**src/rtl/mode_counter_pkg.sv**
```systemverilog
// Shared mode encoding for the parametrised mode counter and its next-state logic.
package mode_counter_pkg;

    typedef enum logic [1:0] {
        MODE_UP   = 2'd0,
        MODE_DN1  = 2'd1,
        MODE_DNS  = 2'd2,
        MODE_LOAD = 2'd3
    } mode_e;

endpackage

```
**src/rtl/mode_counter_next.sv**
```systemverilog
// Combinational next-count and wrap/clamp detect for mode_counter_param.
// MODE_COUNTER_SAT_EN selects saturating arithmetic instead of modulo wrap.
module mode_counter_next
    import mode_counter_pkg::*;
#(
    parameter int WIDTH = 4,
    parameter int STEP  = 3
) (
    input  logic [WIDTH-1:0] q_i,
    input  logic [1:0]       modo_i,
    input  logic [WIDTH-1:0] d_i,
    output logic [WIDTH-1:0] next_q_o,
    output logic             wrap_o
);

    localparam logic [WIDTH-1:0] STEP_W   = WIDTH'(STEP);
    localparam logic [WIDTH-1:0] ALL_ONES = '1;

    mode_e mode;
    assign mode = mode_e'(modo_i);

    always_comb begin
        next_q_o = q_i;
        wrap_o   = 1'b0;
        unique case (mode)
            MODE_UP: begin
                wrap_o = (q_i == ALL_ONES);
`ifdef MODE_COUNTER_SAT_EN
                next_q_o = wrap_o ? ALL_ONES : q_i + 1'b1;
`else
                next_q_o = q_i + 1'b1;
`endif
            end
            MODE_DN1: begin
                wrap_o = (q_i == '0);
`ifdef MODE_COUNTER_SAT_EN
                next_q_o = wrap_o ? '0 : q_i - 1'b1;
`else
                next_q_o = q_i - 1'b1;
`endif
            end
            MODE_DNS: begin
                wrap_o = (q_i < STEP_W);
`ifdef MODE_COUNTER_SAT_EN
                next_q_o = wrap_o ? '0 : q_i - STEP_W;
`else
                next_q_o = q_i - STEP_W;
`endif
            end
            MODE_LOAD: begin
                next_q_o = d_i;
            end
        endcase
    end

endmodule

```
**src/rtl/mode_counter_param.sv**
```systemverilog
// WIDTH-bit four-mode counter with cascade enable and lookahead ripple-carry output.
// Optional saturating arithmetic via MODE_COUNTER_SAT_EN (see mode_counter_next).
module mode_counter_param
    import mode_counter_pkg::*;
#(
    parameter int WIDTH = 4,
    parameter int STEP  = 3
) (
    input  logic             clk,
    input  logic             rst,
    input  logic             enable,
    input  logic             ci,
    input  logic [1:0]       modo,
    input  logic [WIDTH-1:0] d,
    output logic [WIDTH-1:0] q,
    output logic             rco
);

    if (WIDTH < 2 || WIDTH > 32) begin : g_bad_width
        $error("mode_counter_param: WIDTH must be in 2..32");
    end
    if (STEP < 1 || longint'(STEP) > ((longint'(1) << WIDTH) - 1)) begin : g_bad_step
        $error("mode_counter_param: STEP must be in 1..2^WIDTH-1");
    end

    logic [WIDTH-1:0] cnt_q, cnt_d;
    logic             wrap;
    logic             active;

    mode_counter_next #(
        .WIDTH (WIDTH),
        .STEP  (STEP)
    ) u_next (
        .q_i      (cnt_q),
        .modo_i   (modo),
        .d_i      (d),
        .next_q_o (cnt_d),
        .wrap_o   (wrap)
    );

    assign active = enable && ci;

    always_ff @(posedge clk or negedge rst) begin
        if (!rst) begin
            cnt_q <= '0;
        end else if (active) begin
            cnt_q <= cnt_d;
        end
    end

    // Lookahead: wrap is already zero in load mode, so rco never fires there.
    assign rco = active && wrap;
    assign q   = cnt_q;

endmodule

```
**config.mk**
```make
export PLATFORM = sky130hd
export DESIGN_NAME = mode_counter_param
export DESIGN_NICKNAME = d
export VERILOG_FILES = /design/src/rtl/mode_counter_pkg.sv /design/src/rtl/mode_counter_next.sv /design/src/rtl/mode_counter_param.sv
export SDC_FILE = /design/constraint.sdc
export NUM_CORES = 1
export LEC_CHECK = 0
export ABC_AREA = 1
export CORE_UTILIZATION = 30
export CTS_CLUSTER_DIAMETER = 150
export DETAILED_ROUTE_END_ITERATION = 6
export HOLD_SLACK_MARGIN = 0.06
export PLACE_DENSITY_LB_ADDON = 0.3
export REMOVE_ABC_BUFFERS = 1
export SETUP_SLACK_MARGIN = 0.02
export SLEW_MARGIN = 20
export SYNTH_ARGS = -nofsm -noshare
export SYNTH_HDL_FRONTEND = slang
export SYNTH_HIERARCHICAL = 1
export SYNTH_SLANG_ARGS = --single-unit
```
**constraint.sdc**
```tcl
create_clock -name clk -period 2.6 [get_ports clk]
set_input_delay 0.52 -clock clk [delete_from_list [all_inputs] [get_ports clk]]
set_output_delay 0.52 -clock clk [all_outputs]
set_load 0.02 [all_outputs]
```
; ---- After elaboration in Yosys (flattened, before gate mapping)
; Index checks and enable logic that the tools add are counted.
[classes]
eq_ne = 4
addsub = 3
reduce_logical = 4
mux = 2
n_lt_le_gt_ge = 1
[ops]
columns = operator, count
row1 = case mux 4 bit (4 select lines), 1
row2 = adder 4 x 1 -> 4 bit (second input constant), 1
row3 = equality test 2 bit (second input constant), 2
row4 = equality test 4 bit (second input constant), 1
row5 = zero test 4 bit, 1
row6 = less-than comparator 4 x 2 -> 1 bit (second input constant), 1
row7 = subtractor 4 x 1 -> 4 bit (second input constant), 1
row8 = subtractor 4 x 2 -> 4 bit (second input constant), 1
row9 = case mux 1 bit (3 select lines), 1
row10 = equality test 2 x 1 -> 1 bit (second input constant), 1
row11 = logical AND 1 bit, 2
row12 = zero test 2 bit, 1
[word_totals]
inputBits = 10
out_inout_bits = 5
wordCells = 15
register_bits = 4

; ---- Longest topological paths before layout
[logic_depth]
depth_word = 3
ltp_mapped = 13
ltp_nobuf = 13

; ---- Cells and area by module
; The synthesis kept the hierarchy.
[modules_own_cells]
columns = module, area_each_um2, seq_area_each_um2, cells_per_inst, n_inst
row1 = mode_counter_next, 295.3, 0.0, 59, 1
row2 = mode_counter_param, 163.9, 100.1, 19, 1

; ---- Worst setup path before layout
; Ideal clock, no wire load.
[synth_path]
kind = reg-to-output
from = register cnt_q[0], in the netlist q[0]
to = output port rco
n_path_buf = 0
t_arrival_ns = 1.402
required_time_ns = 2.080
slack_ns = 0.678
stages_incl_launch_ff = 7
path_cell_list = dfrtp_1 -> ha_1 -> o21ai_0 -> nand3_1 -> o31ai_1 -> inv_1 -> nor2_1
[synth_via]
elab_chain_len = 3
elab_cells_between_ends = 5
cone_classes = order compare (1) / eq/ne (1) / mux (1) / reduce/logical (2)
[synth_rtl]
columns = element, line
row1 = start: declaration, mode_counter_param.sv:26  ; logic [WIDTH-1:0] cnt_q, cnt_d;
row2 = start signal: assignment, mode_counter_param.sv:47  ; cnt_q <= cnt_d;
row3 = less-than comparator 4 x 2 -> 1 bit (tied with other cells), mode_counter_next.sv:43  ; wrap_o = (q_i < STEP_W);
row4 = case mux 1 bit (3 select lines) (*), mode_counter_next.sv:25  ; unique case (mode)
row5 = net wrap, mode_counter_param.sv:27  ; logic wrap;
row6 = logical AND 1 bit (*), mode_counter_param.sv:52  ; assign rco = active && wrap;
row7 = end: declaration, mode_counter_param.sv:16  ; output logic rco
; The timed path passes the listed nets; every way through them passes the cells marked *.

; ---- Final worst setup path
[layout_path]
from = input port modo[1]
to = output port rco
[layout_via]
elab_chain_len = 3
elab_cells_between_ends = 5
cone_classes = eq/ne (2) / mux (1) / reduce/logical (2)
[layout_rtl]
columns = element, line
row1 = start: declaration, mode_counter_param.sv:13  ; input logic [1:0] modo,
row2 = equality test 2 bit (tied with other cells), mode_counter_next.sv:25
row3 = case mux 1 bit (3 select lines) (*), mode_counter_next.sv:25
row4 = net wrap, mode_counter_param.sv:27
row5 = logical AND 1 bit (*), mode_counter_param.sv:52
; Marks and branches as above.

==> impl_metrics.tcl <==
set metrics [dict create \
    drt_first_iter_violations 7 \
    finalCritPeriodShare_pct 91.6 \
    grt_usage_pct 17.7 \
    htreeDepth 1 \
    clkPwrFrac_pct 19.0 \
    die_area_um2 1690 \
    clk_pin_slew_ns 0.04 \
    synth_top_area_cell "dfrtp_1" \
    intPower_mw 0.224 \
    ys_ff_latch 4 \
    slowest_delay_ns 0.44 \
    port_buffers 14 \
    syn_to_final_growth_pct 51.0 \
    ant_nets 0 \
    cts_setup_buffers 0 \
    grt_first_pass_wirelength_mm 2.00 \
    ir_drop_uv 322 \
    yosysSeqAreaShare_pct 21.8 \
    clkSinkCount 4 \
    period_minus_slack_ns 2.38 \
    start_kind "input port" \
    critPathArrivalTime_ns 1.86 \
    wire_per_inst_um 10.1 \
    numCtsBuffers 3 \
    hold_violations 0 \
    critical-path-slowest-cell "clkdlybuf4s50_1" \
    fmax_mhz 420 \
    ctsHoldBuffers 0 \
    boundaryPins 15 \
    rsz0062_at_grt "false" \
    outcome "complete, no violations" \
    n_antenna_cell 0 \
    coreArea_um2 1370 \
    synth_area_leaders "dfrtp_1 22%, nand2_1 19%, nand3_1 14%" \
    place_hpwl_um 993 \
    stdcell_count 117 \
    hp-class "in -> async" \
    p_sw_mw 0.163 \
    sw_frac_of_total_pct 42.2 \
    largest_reg_flops 4 \
    vias 572 \
    worstPathMaxFanout 3 \
    via_per_inst 4.89 \
    worst-setup-path-type "in -> out" \
    overflow 0 \
    power_density_nw_per_um2 558 \
    syn-cell-area_um2 459 \
    worst_pin_slew_ns 0.246 \
    clk_latency_ns 0.23 \
    cts-root-buf "clkbuf_4" \
    placed_area_um2 671 \
    slew_headroom_pct 83.5 \
    die-width_um 41.1 \
    grt_max_degree 8 \
    grt_pass1_vias 520 \
    cts.path.max_buffers 2 \
    layout-drive-gt1-share_pct 17.6 \
    slew_viol_final 0 \
    synth_top_area_share_pct 21.8 \
    nets 117 \
    drt_wl_total_mm 1.18 \
    combinationalPowerShare_pct 53.7 \
    rows 13 \
    ys_types 14 \
    avgSynthCellArea_um2 5.89 \
    placed_cells 114 \
    maxCapViolCount 0 \
    hold_ws_ns 0.495 \
    cts_tree "yes" \
    design_area_um2 693 \
    skew_ns 0.000124 \
    antenna_found_initial 0 \
    cp-end-kind "primary output" \
    yosys_warnings 6 \
    reg2reg_depth 12 \
    dr.pass1.iters 4 \
    synthesis.instances 78 \
    gp_congestion 0.808 \
    setup_viol 0 \
    die_h_um 41.1 \
    fillCellCount 169 \
    route.detailed.drc 0 \
    initial_utilization_pct 33.6 \
    worstPathCellList "clkdlybuf4s50_1 -> inv_2 -> buf_4 -> nand2_2 -> inv_1 -> nand2_1 -> o21ai_0 -> nand3_1 -> o31ai_1 -> inv_1 -> nor2_1 -> buf_4" \
    cp.required_ns 2.08 \
    seq_power_share_pct 27.3 \
    leakagePower_nw 0.370 \
]
-- cell type report --
cell class              instances  area (um2)  share of cell area [%]
multi-input cells              60         309                    44.6
repair buffers                 21         190                    27.4
flip-flops and latches          4         100                    14.4
inverters                      14        52.6                    7.58
clock buffers                   3        22.5                    3.25
well taps                      15        18.8                    2.71
-- cells in the mapped netlist --
cell type,count
xor2_1,2
o21ai_1,1
nand2_2,4
inv_2,1
inv_1,13
o31ai_1,2
ha_1,3
nand2_1,23
nor2_1,5
o21ai_0,4
dfrtp_1,4
nand3_1,13
or2_2,1
a21oi_1,2
-- stage by stage --
stage          util, %  worst slack (ns)  TNS (ns)  power, mW
3_3_place_gp      49.1            -0.207    -0.207      0.311
2_1_floorplan        -             0.678         0      0.226
6_report          50.7             0.219         0      0.387
4_1_cts           50.6            0.0246         0      0.389
3_5_place_dp      49.1            -0.226    -0.226      0.313
5_1_grt           50.7            0.0675         0      0.423
-- worst max-delay path: cells and delay by family --
| family | cells | cell delay [ns] |
|---|---|---|
| AOI/OAI and AO/OA | 2 | 0.13 |
| buffers and inverters | 6 | 0.90 |
| and+or+nand+nor | 4 | 0.29 |
-- power by group through the flow --
| stage | Combinational, mW | Sequential, mW | Clock, mW |
|---|---|---|---|
| 2_1_floorplan | 0.110 | 0.116 | 0 |
| 3_3_place_gp | 0.204 | 0.107 | 0 |
| 3_5_place_dp | 0.207 | 0.106 | 0 |
| 4_1_cts | 0.207 | 0.106 | 0.0757 |
| 5_1_grt | 0.236 | 0.108 | 0.0792 |
| 6_report | 0.208 | 0.106 | 0.0735 |
-- layer usage --
layer,share of wire (%),vias to the layer above,GRT usage (%),routed length (um)
met1,50,262,22.6,592
met3,3.1,0,1.63,37
li1,-,297,-,-
met4,0,0,2.42,0
met2,47,13,32.4,550
met5,0,-,0,0
-- kinds of logic (layout without fill, tap and decap cells) --
family                     Yosys count  after routing  synth area share, %
AOI/OAI and AO/OA                    9              9                 10.9
buffers and inverters               14             38                 11.4
DFF                                  4              4                 21.8
and+or+nand+nor                     46             46                 43.9
adders and majority gates            3              3                 8.18
xor gates and xnor gates             2              2                 3.82
-- path summary, 6_finish.rpt --
kind,from,end,slack (ns)
worst min-delay path,rst,q[1],0.50
max in group asynchronous,rst,q[2],1.94
worst max-delay path,modo[1],rco,0.22
min in group clk,q[1],q[1],0.59
worst max register to register,q[1],q[2],0.98
worst min register to register,q[1],q[1],0.59
-- cells in the final DEF, fill, tap and decap left out, drive strengths merged --
master         Yosys  layout
dfrtp              4       4
nor2               5       5
nand2             27      27
o21ai              5       5
buf                0       8
or2                1       1
xor2               2       2
a21oi              2       2
inv               14      14
ha                 3       3
nand3             13      13
clkdlybuf4s50      0      13
o31ai              2       2
clkbuf             0       3
-- what timing repair did --
action / 4_1_cts / 5_1_grt
setup endpoints to repair: 1 / 1
resized for setup: 1 / 5
pin swaps: 0 / 0
No activity file was read; power rests on OpenSTA's default activity.
